File: config.mk
export PLATFORM = sky130hd
export DESIGN_NAME = ycbcr_frame_arbiter
export DESIGN_NICKNAME = d
export VERILOG_FILES = /design/src/rtl/ycbcr_frame_arbiter.sv
export SDC_FILE = /design/constraint.sdc
export NUM_CORES = 1
export LEC_CHECK = 0
export CAP_MARGIN = 40
export CORE_ASPECT_RATIO = 0.6
export CORE_MARGIN = 2
export CORE_UTILIZATION = 30
export DETAILED_ROUTE_END_ITERATION = 8
export GPL_ROUTABILITY_DRIVEN = 1
export GPL_TIMING_DRIVEN = 0
export PLACE_DENSITY_LB_ADDON = 0.2
export SLEW_MARGIN = 20
export SYNTH_ARGS = -nofsm -noshare
export SYNTH_HDL_FRONTEND = slang
export SYNTH_SLANG_ARGS = --single-unit
File: constraint.sdc
create_clock -name clk -period 3.3 [get_ports clk]
set_input_delay 0.495 -clock clk [delete_from_list [all_inputs] [get_ports clk]]
set_output_delay 0.495 -clock clk [all_outputs]
set_load 0.01 [all_outputs]
File: src/rtl/ycbcr_frame_arbiter.sv
// Frame-granular arbiter sharing one pipelined RGB888->YCbCr converter between two
// pixel sources; grants whole frames, drains the pipeline and tags results by owner.
module ycbcr_frame_arbiter #(
   parameter int unsigned PIX_PER_FRAME = 307200,
   parameter int unsigned CNT_W         = 19,
   parameter int unsigned LATENCY       = 3
) (
   input  logic             clk,
   input  logic             rst_n,
   input  logic             enable,
   input  logic             s0_vsync,
   input  logic             s0_clken,
   input  logic             s0_valid,
   input  logic [23:0]      s0_data,
   input  logic             s1_vsync,
   input  logic             s1_clken,
   input  logic             s1_valid,
   input  logic [23:0]      s1_data,
   output logic             conv_vsync,
   output logic             conv_clken,
   output logic             conv_valid,
   output logic [23:0]      conv_data,
   output logic [1:0]       grant,
   output logic             res_sel,
   output logic             res_own,
   output logic             busy,
   output logic             frame_done,
   output logic             short_err,
   output logic [1:0]       drop,
   output logic [CNT_W-1:0] pix_cnt
);

   typedef enum logic [1:0] {IDLE, RUN, DRAIN} state_t;

   localparam int unsigned     DW         = $clog2(LATENCY + 1);
   localparam logic [CNT_W-1:0] LAST_CNT  = CNT_W'(PIX_PER_FRAME - 1);
   localparam logic [CNT_W-1:0] FULL_CNT  = CNT_W'(PIX_PER_FRAME);
   localparam logic [DW-1:0]    DRAIN_LD  = DW'(LATENCY - 1);

   state_t         state, nxt_state;
   logic [1:0]     vs_q, vs_rise, src_px;
   logic           owner, last_owner, win, take;
   logic           own_px, own_rise;
   logic           done_evt, short_evt;
   logic [1:0]     drop_evt;
   logic [DW-1:0]  drain_cnt;
   logic           load_conv, conv_idx;
   logic [LATENCY:0] sel_sr, own_sr;

   assign vs_rise  = {s1_vsync, s0_vsync} & ~vs_q;
   assign src_px   = {s1_valid & s1_clken, s0_valid & s0_clken};
   assign own_px   = src_px[owner];
   assign own_rise = vs_rise[owner];

   always_ff @(posedge clk or negedge rst_n) begin
      if (!rst_n) state <= IDLE;
      else        state <= nxt_state;
   end

   always_comb begin
      nxt_state = state;
      take      = 1'b0;
      win       = 1'b0;
      done_evt  = 1'b0;
      short_evt = 1'b0;
      drop_evt  = 2'b00;
      case (state)
         IDLE: begin
            if (enable && (|vs_rise)) begin
               take      = 1'b1;
               nxt_state = RUN;
               if (&vs_rise) begin
                  // tie: the source that did not own the previous frame wins
                  win      = ~last_owner;
                  drop_evt = win ? 2'b01 : 2'b10;
               end else begin
                  win = vs_rise[1];
               end
            end
         end
         RUN: begin
            drop_evt = vs_rise & (owner ? 2'b01 : 2'b10);
            if (own_px && (pix_cnt == LAST_CNT)) begin
               done_evt  = 1'b1;
               nxt_state = DRAIN;
            end else if (own_rise) begin
               short_evt = 1'b1;
               nxt_state = DRAIN;
            end
         end
         DRAIN: begin
            drop_evt = vs_rise;
            if (drain_cnt == '0) nxt_state = IDLE;
         end
         default: nxt_state = IDLE;
      endcase
   end

   always_comb begin
      grant     = 2'b00;
      busy      = (state != IDLE);
      load_conv = (state == RUN) || take;
      conv_idx  = (state == IDLE) ? win : owner;
      if (state != IDLE) grant = owner ? 2'b10 : 2'b01;
   end

   // vsync history resets high so a vsync held through reset is not taken as an edge
   always_ff @(posedge clk or negedge rst_n) begin
      if (!rst_n) begin
         vs_q       <= '1;
         owner      <= 1'b0;
         last_owner <= 1'b1;
         drain_cnt  <= '0;
         pix_cnt    <= '0;
      end else begin
         vs_q <= {s1_vsync, s0_vsync};
         if (take) owner <= win;
         if (state == DRAIN) last_owner <= owner;
         if (state == RUN && nxt_state == DRAIN) drain_cnt <= DRAIN_LD;
         else if (state == DRAIN && drain_cnt != '0) drain_cnt <= drain_cnt - DW'(1);
         if (state == DRAIN && drain_cnt == '0) pix_cnt <= '0;
         else if (state == RUN && own_px && pix_cnt != FULL_CNT) pix_cnt <= pix_cnt + CNT_W'(1);
      end
   end

   always_ff @(posedge clk or negedge rst_n) begin
      if (!rst_n) begin
         conv_vsync <= 1'b0;
         conv_clken <= 1'b0;
         conv_valid <= 1'b0;
         conv_data  <= '0;
         frame_done <= 1'b0;
         short_err  <= 1'b0;
         drop       <= 2'b00;
         sel_sr     <= '0;
         own_sr     <= '0;
      end else begin
         conv_vsync <= load_conv & (conv_idx ? s1_vsync : s0_vsync);
         conv_clken <= load_conv & (conv_idx ? s1_clken : s0_clken);
         conv_valid <= load_conv & (conv_idx ? s1_valid : s0_valid);
         conv_data  <= load_conv ? (conv_idx ? s1_data : s0_data) : '0;
         frame_done <= done_evt;
         short_err  <= short_evt;
         drop       <= drop_evt;
         // one mux flop plus the converter pipeline
         sel_sr     <= {sel_sr[LATENCY-1:0], owner};
         own_sr     <= {own_sr[LATENCY-1:0], (state == RUN)};
      end
   end

   assign res_sel = sel_sr[LATENCY];
   assign res_own = own_sr[LATENCY];

endmodule

After elaboration in Yosys (flattened, before gate mapping)
Cells that the tools add are included.

Output and inout port bits: 55. Input port bits: 57. Register bits after elaboration: 66.

Add/subtract/negate cells: 2. Equality and inequality tests: 5. Bitwise operators: 9. $lt $le $gt $ge: 1. Multiplexer cells: 36. Reductions and logical operators: 16.

Operators by type and width (number): $mux W24 (2); $mux W19 (2); $mux W2 (12); $add A19 B1 Y19 const B (1); $eq A19 B19 Y1 const B (1); $ne A19 B19 Y1 const B (1); $mux W1 (18); $pmux W2 S3 (2); $reduce_bool A2 Y1 (4); $logic_and A1 B1 Y1 (7); $and A1 B1 Y1 (5); $and A2 B2 Y2 (2); $eq A2 B2 Y1 const B (2); $logic_not A2 Y1 (2); $eq A2 B1 Y1 const B (1); $lt A1 B2 Y1 const B (1); $not A2 Y2 (1); $reduce_and A2 Y1 (1); $reduce_or A2 Y1 (1); $sub A2 B1 Y2 const B (1); $logic_or A1 B1 Y1 (1); $not A1 Y1 (1).

Longest topological paths before layout
Gate-level depths: netlist of run 1.

Word-level depth: 10. Mapped depth: 8. Gate-level depth less buffers: 6.

Worst setup path after synthesis of run 1
Ideal clock, no wire load.

Path type: register -> register. From: register vs_q[1]. To: register conv_data[10]. Buffers on the path: 2. Cell stages (with the launch flop): 8. Arrival: 1708 ps. Required time: 3153 ps. Setup slack: 1445 ps. Path through: dfstp_2 -> nand2b_1 -> nand2_1 -> a21oi_1 -> or2_2 -> clkbuf_1 -> clkbuf_1 -> a21oi_2.

Longest elaborated chain between the ends: 9.

Ends and longest elaborated chain: start: declaration (RTL line 41) `logic [1:0] vs_q, vs_rise, src_px;`; start signal: assignment (RTL line 116) `vs_q <= {s1_vsync, s0_vsync};`; $not A2 Y2 (*) (RTL line 50) `assign vs_rise = {s1_vsync, s0_vsync} & ~vs_q;`; $and A2 B2 Y2 (*) (RTL line 50); $reduce_and A2 Y1 or $reduce_or A2 Y1 (tied branches) (RTL line 72, 69); $mux W1 or $logic_and A1 B1 Y1 (tied branches) (RTL line 72, 69); $mux W1 (RTL line 69) `if (enable && (|vs_rise)) begin`; $mux W1 (RTL line 67) `case (state)`; $mux W1 (RTL line 103) `conv_idx = (state == IDLE) ? win : owner;`; $mux W24 (RTL line 141) `conv_data <= load_conv ? (conv_idx ? s1_data : s0_data) : '0;`; $mux W24 (*) (RTL line 141); end signal: assignment (RTL line 141); end: declaration (RTL line 22) `output logic [23:0] conv_data,`.

Mark *: on every way between the ends. The rest lies on a longest branch, timed or not. A chain may end at the register's enable or synchronous reset.

Final worst setup path of run 1
From: register state[0]. To: output grant[1].

Longest elaborated chain between the ends: 2.

Ends and longest elaborated chain: start: declaration (RTL line 40) `state_t state, nxt_state;`; start signal: assignment (RTL line 57) `else state <= nxt_state;`; $reduce_bool A2 Y1 (RTL line 104) `if (state != IDLE) grant = owner ? 2'b10 : 2'b01;`; $mux W2 (RTL line 104); end: declaration (RTL line 23) `output logic [1:0] grant,`.

No other way between the ends.

==> Flow_metrics.wiki, run 1 <==
{| class="wikitable"
! Metric !! Value
|-
| Hold WS || 0.0328 ns
|-
| Largest family of logic cells by synthesized area || simple AND/OR/NAND/NOR gates
|-
| Cts bufs inserted || 9
|-
| Length of the first detailed-routing pass in iterations || 4
|-
| Maximum operating frequency || 427 MHz
|-
| Die area || 11,200 um^2
|-
| Width of the die || 135 um
|-
| Global-route wire length before repair || 13,300 um
|-
| Post-Layout Cell Count || 569
|-
| Distinct cells, synth || 46
|-
| Sort of element at the end of the critical path || output port
|-
| Overall routed net length || 8240 um
|-
| Core Region || 9950 um^2
|-
| GRT Overall Usage || 15.9%
|-
| Final Hold Viols || 0
|-
| Synth top area cells || sky130_fd_sc_hd__dfrtp_1, sky130_fd_sc_hd__nand2_1, sky130_fd_sc_hd__a21oi_2
|-
| Drt via density || 4.40
|-
| Number of storage elements in the synthesis netlist || 66
|-
| Clock tree from TritonCTS || built
|-
| Critical Path RT || 2.80 ns
|-
| Post-CTS Setup Repair Bufs || 0
|-
| Post-synthesis xor/xnor area fraction || 3.39%
|-
| Insertion delay of the later-clocked pin in the worst-skew pair || 0.33 ns
|-
| Clock edge transition at the registers on the reported setup and hold paths || 0.05 ns
|-
| Sum Neg Setup Slack || 0 ns
|-
| Setup repair after global routing missed its margin || false
|-
| Drt initial violations || 179
|-
| Hold buffer count at CTS || 0
|-
| Fraction of synthesized area in multiplexers || 0.323%
|-
| Adder-cell share of the synthesized area || 1.21%
|-
| Sequential cell area || 1660 um^2
|-
| Number of clock sinks seen by CTS || 66
|-
| Gpl congestion || 0.840
|-
| Total of fill cells in the finished design || 947
|-
| Cell taking the most area after synthesis || sky130_fd_sc_hd__dfrtp_1
|-
| Final period util || 71.0%
|-
| Residual DRC || 0
|-
| Hold/Removal Path Class || input pin to async pin
|-
| Starting density of the core || 31.1%
|-
| Maximum capacitance violations || 0
|-
| Final Max Tran Viols || 0
|-
| Most frequently used cell type in the post-synthesis netlist || sky130_fd_sc_hd__dfrtp_1
|-
| CTS HTree Levels || 3
|-
| Count of flip-flops with a built-in enable after synthesis || 0
|-
| Vias in the first global route || 2,530
|-
| Type of the setup path with the least slack || flip-flop to output port
|-
| Syn Nets || 366
|-
| Number of core rows || 28
|-
| Root Buffer || sky130_fd_sc_hd__clkbuf_16
|-
| Area share of the largest cell type after synthesis || 50.9%
|-
| Maximum number of pins on one net before global-route repair || 50
|-
| Post-detailed-placement half-perimeter wirelength || 6170 um
|-
| Die H || 82.7 um
|-
| Initial antenna violation count || 0
|-
| Routed len/inst || 14.5 um
|-
| Fraction of the mapped netlist area in simple logic gates || 25.3%
|-
| Max rail drop VDD || 0.000329 V
|-
| Detail Route Antenna Nets || 0
|-
| Proportion of layout cells with a drive suffix above 1 || 17.5%
|-
| Most frequently used flop master after synthesis || sky130_fd_sc_hd__dfrtp_1
|-
| Post-synthesis compound-gate area fraction || 12.0%
|-
| Number of cells produced by synthesis || 306
|-
| Setup violations, final || 0
|-
| Outcome || complete, no violations
|-
| Final Skew || 0.00742 ns
|-
| Data arrival at the endpoint of the critical path || 1.85 ns
|-
| DR vias || 2,503
|-
| Nature of the critical path startpoint || flip-flop
|-
| Area growth from synthesis to final layout || 50.9%
|-
| Power per Cell Area || 834 nW/um^2
|-
| Sum of overflow across all layers after global routing || 0
|-
| Number of buffers on the longest clock path || 2
|-
| Sequential area share after synthesis || 53.5%
|-
| Post-synth ARST share || 100%
|-
| Transition time of the tightest slew-check pin || 0.723 ns
|-
| Post-layout minimum cycle time || 2.34 ns
|-
| Total standard cell area after synthesis || 3100 um^2
|-
| Number of placed I/O pins || 112
|-
| Critical-path maximum fanout || 9
|-
| Mean instance size in the synthesized netlist || 10.1 um^2
|-
| Static Leakage || 1.98 nW
|-
| Antenna diode instance count || 0
|-
| Warnings from Yosys || 0
|-
| Worst max-slew margin expressed relative to the limit || 51.8%
|-
| Area occupied by multi-input gates || 1310 um^2
|-
| Total placed cells including tap cells || 553
|-
| I/O Buffers || 111
|-
| Final-stage net count || 489
|-
| Resized Gates After CTS || 0
|-
| Most frequent cells after synthesis || sky130_fd_sc_hd__dfrtp_1, sky130_fd_sc_hd__nand2_1, sky130_fd_sc_hd__nor2_1
|}
==> stage by stage <==
| stage | utilization, % | instance area [um^2] | worst slack [ns] | power (mW) |
|---|---|---|---|---|
| CTS | 47.0 | 4670 | 0.938 | 3.95 |
| detailed placement | 44.2 | 4400 | 0.611 | 3.07 |
| finish | 47.0 | 4670 | 0.956 | 3.90 |
| global route | 47.0 | 4670 | 0.767 | 4.17 |
| global placement | 44.0 | 4380 | -0.617 | 3.04 |
| floorplan | - | 3100 | 1.45 | 2.23 |
==> sequential cells by signal, summed over array words and instances (netlist names), 2 cells and up <==
register,flops
conv_data,24
pix_cnt,19
own_sr,4
sel_sr,4
drain_cnt,2
drop,2
state,2
vs_q,2
==> cell families (layout without fill, tap and decap cells) <==
family,count (synthesis),in the layout
flops,66,66
xor+xnor,12,12
fa+ha+maj,3,3
simple gates,151,151
compound gates,51,51
buf+inv,22,150
mux,1,1
==> final timing paths <==
kind                            from            end  slack [ns]  cells past startpoint
max                         state[0]       grant[1]        0.96                      4
max reg2reg                  vs_q[1]   conv_data[4]        1.10                      7
max in group asynchronous      rst_n  conv_data[12]        2.73                      2
min in group clk           own_sr[2]      own_sr[3]        0.35                      0
min reg2reg                own_sr[2]      own_sr[3]        0.35                      0
min                            rst_n  conv_data[19]        0.03                      1
==> critical path: stages, from the launching register on <==
cell and delay (ns):
sky130_fd_sc_hd__dfrtp_1 0.37, sky130_fd_sc_hd__buf_6 0.13, sky130_fd_sc_hd__or2_2 0.30, sky130_fd_sc_hd__and2_1 0.21, sky130_fd_sc_hd__clkdlybuf4s50_1 0.51
==> metal layers <==
layer	wire length [um]	track usage, %	vias up	part of all wire, %
met3	418	5.25	9	5.1
met2	3580	23.2	63	43
met5	0	0	-	0
met1	4120	22.1	1149	50
met4	118	5.73	0	1.4
li1	-	-	1282	-
==> placed cells by master, fill, tap and decap left out, types with 9 or more instances in the layout <==
cell | netlist | final
sky130_fd_sc_hd__a21oi_2 | 20 | 20
sky130_fd_sc_hd__inv_1 | 9 | 9
sky130_fd_sc_hd__dfrtp_1 | 63 | 63
sky130_fd_sc_hd__nor2_1 | 21 | 21
sky130_fd_sc_hd__nand3_1 | 14 | 14
sky130_fd_sc_hd__clkdlybuf4s50_1 | 0 | 110
sky130_fd_sc_hd__nand2_1 | 54 | 54
sky130_fd_sc_hd__clkbuf_16 | 0 | 9
sky130_fd_sc_hd__a21oi_1 | 10 | 10
sky130_fd_sc_hd__nand2_2 | 20 | 20
==> power breakdown <==
part	total (mW)	internal (mW)	leakage, nW	switching (mW)
registers	1.30	1.11	0.847	0.190
clock network	0.861	0.521	0.138	0.341
logic	1.73	0.882	1.00	0.852
total	3.90	2.51	1.98	1.38
==> cell type report <==
cell class              instances  area share, %
plain buffers                  13           2.14
clock buffers                  10           5.11
clock inverters                 6          0.696
inverters                       9          0.723
multi-input cells             218           28.0
flip-flops and latches         66           35.4
well taps                     135           3.61
repair buffers                112           24.3
(Power assumes the default switching activity.)
==> run 2: changes to the inputs <==
Clock period 3.3 ns to 2.2 ns, I/O delays scaled along.
==> Flow_metrics.wiki, run 2 (synthesis results as in run 1) <==
{| class="wikitable"
! Metric !! Value
|-
| Final Max Tran Viols || 0
|-
| Core occupancy in the finished layout || 47.3%
|-
| Post-CTS Setup Repair Bufs || 0
|-
| Drt via density || 4.39
|-
| Number of placed I/O pins || 112
|-
| Largest register FFs || 24
|-
| Sort of element at the end of the critical path || output port
|-
| Area growth from synthesis to final layout || 51.8%
|-
| Post-detailed-placement half-perimeter wirelength || 6170 um
|-
| Final period util || 94.9%
|-
| Minimum setup slack in the final design || 0.112 ns
|-
| Vias in the first global route || 2,532
|-
| Critical path's slowest cell || sky130_fd_sc_hd__clkdlybuf4s50_1
|-
| Post-layout minimum cycle time || 2.09 ns
|-
| Final-stage net count || 490
|-
| Width of the die || 135 um
|-
| Worst stage delay on the critical path || 0.49 ns
|-
| Hold endpoint || own_sr[3]
|-
| Worst slack after detailed placement || -0.324 ns
|-
| Data arrival at the endpoint of the critical path || 1.76 ns
|-
| Die area || 11,200 um^2
|-
| Length of the first detailed-routing pass in iterations || 4
|-
| Static Leakage || 2.01 nW
|-
| Residual DRC || 0
|-
| Final Hold Viols || 0
|-
| Die H || 82.7 um
|-
| Worst hold stages || 0
|-
| Outcome || complete, no violations
|-
| Number of clock sinks seen by CTS || 66
|-
| Type of the setup path with the least slack || flip-flop to output port
|-
| Drt initial violations || 140
|-
| Routed len/inst || 14.4 um
|-
| Max rail drop VDD || 0.000494 V
|-
| Hold Path Origin || own_sr[2]
|-
| Overall routed net length || 8210 um
|-
| Nature of the critical path startpoint || flip-flop
|-
| Origin of the critical flop-to-flop path || pix_cnt[0]
|-
| Setup repair after global routing missed its margin || false
|-
| Commonest non-fill, non-tap cells in the layout || sky130_fd_sc_hd__clkdlybuf4s50_1, sky130_fd_sc_hd__dfrtp_1, sky130_fd_sc_hd__nand2_1, sky130_fd_sc_hd__nor2_1
|-
| Number of buffers on the longest clock path || 2
|-
| Transition time of the tightest slew-check pin || 0.515 ns
|-
| I/O Buffers || 111
|-
| Leading cell type in the layout, fill and taps excluded || sky130_fd_sc_hd__clkdlybuf4s50_1
|-
| Critical-path maximum fanout || 9
|-
| Setup violations, final || 0
|-
| Maximum number of pins on one net before global-route repair || 50
|-
| Total of fill cells in the finished design || 943
|-
| CTS HTree Levels || 3
|-
| Maximum operating frequency || 479 MHz
|-
| Sum of overflow across all layers after global routing || 0
|-
| Insertion delay of the later-clocked pin in the worst-skew pair || 0.33 ns
|-
| Root Buffer || sky130_fd_sc_hd__clkbuf_16
|-
| Antenna diode instance count || 0
|-
| Register-to-Register Setup Slack || 0.16 ns
|-
| Cts bufs inserted || 9
|-
| Hold/Removal Path Class || flip-flop to flip-flop
|-
| Worst r2r dst || drain_cnt[0]
|-
| Gpl congestion || 0.840
|-
| Worst max-slew margin expressed relative to the limit || 65.4%
|-
| Maximum capacitance violations || 0
|-
| Power per Cell Area || 1240 nW/um^2
|-
| Core Region || 9950 um^2
|-
| Register bank with the most flops || conv_data
|-
| Largest registers || conv_data x24, pix_cnt x19
|-
| Detail Route Antenna Nets || 0
|-
| Starting density of the core || 31.1%
|-
| Number of core rows || 28
|-
| Proportion of layout cells with a drive suffix above 1 || 18.2%
|-
| Initial antenna violation count || 0
|-
| Final Skew || 0.00712 ns
|-
| Clock tree from TritonCTS || built
|-
| Critical Path RT || 1.87 ns
|-
| Cell count of the worst reg-to-reg path || 6
|-
| GRT Overall Usage || 15.9%
|-
| Clock edge transition at the registers on the reported setup and hold paths || 0.05 ns
|-
| DR vias || 2,503
|-
| Global-route wire length before repair || 13,400 um
|-
| Ordered list of cells on the worst path || buf_6, or2_2, nor2b_1, clkdlybuf4s50_1
|}
-- run 2: how the worst max path moves through the flow --
stage          cells after the start        from  slack (ns)            end
5_1_grt                            6  pix_cnt[0]        0.02   drain_cnt[0]
3_3_place_gp                       1       rst_n       -1.55   conv_data[6]
2_1_floorplan                      7     vs_q[1]        0.35  conv_data[10]
3_5_place_dp                       8    s1_vsync       -0.32   conv_data[4]
4_1_cts                            4    state[0]       0.003       grant[1]
6_report                           4    state[0]        0.11       grant[0]
-- run 2: per-stage QoR --
step                cell area [um^2]  std cells  total power [mW]  setup TNS (ns)  hold WS, ns
floorplan                       3100        306              3.34               0       0.0344
global placement                4380        552              4.56         -106.00        0.333
detailed placement              4400        553              4.60           -6.37        0.220
global route                    4700        570              6.26               0        0.354
CTS                             4690        570              5.93               0        0.347
finish                          4700        570              5.84               0        0.346
-- run 2: timing repair --
item,4_1_cts,5_1_grt
hold buffers,1,0
gates resized for setup,2,3
setup endpoints to repair,20,2
endpoints found under the hold margin,14,0
-- run 2: worst max-delay path: cells and delay by family, from the launching register on --
family                 cells  cell delay [ns]
buffers and inverters      2             0.62
DFF                        1             0.37
and+or+nand+nor            2             0.43
-- run 2: routing by layer --
| layer | share of wire, % | GRT usage [%] |
|---|---|---|
| met3 | 5.4 | 5.25 |
| met1 | 50 | 22.1 |
| met4 | 1.4 | 5.73 |
| met2 | 43 | 23.3 |
| met5 | 0 | 0 |
-- run 2: layout make-up --
| cell class | count | area (um^2) | area share [%] |
|---|---|---|---|
| buffer | 13 | 103 | 2.18 |
| tap | 135 | 169 | 3.59 |
| inverter | 9 | 33.8 | 0.718 |
| sequential | 66 | 1660 | 35.2 |
| multi-input combinational | 218 | 1320 | 28.1 |
| timing repair buffer | 113 | 1150 | 24.4 |
| clock inverter | 6 | 32.5 | 0.692 |
| clock buffer | 10 | 239 | 5.08 |
-- run 2: where the power goes --
part / leakage [nW] / total, mW / internal (mW) / switching [mW]
clock network: 0.138 / 1.29 / 0.781 / 0.511
registers: 0.847 / 1.95 / 1.67 / 0.283
logic: 1.02 / 2.60 / 1.33 / 1.28
total: 2.01 / 5.84 / 3.77 / 2.07
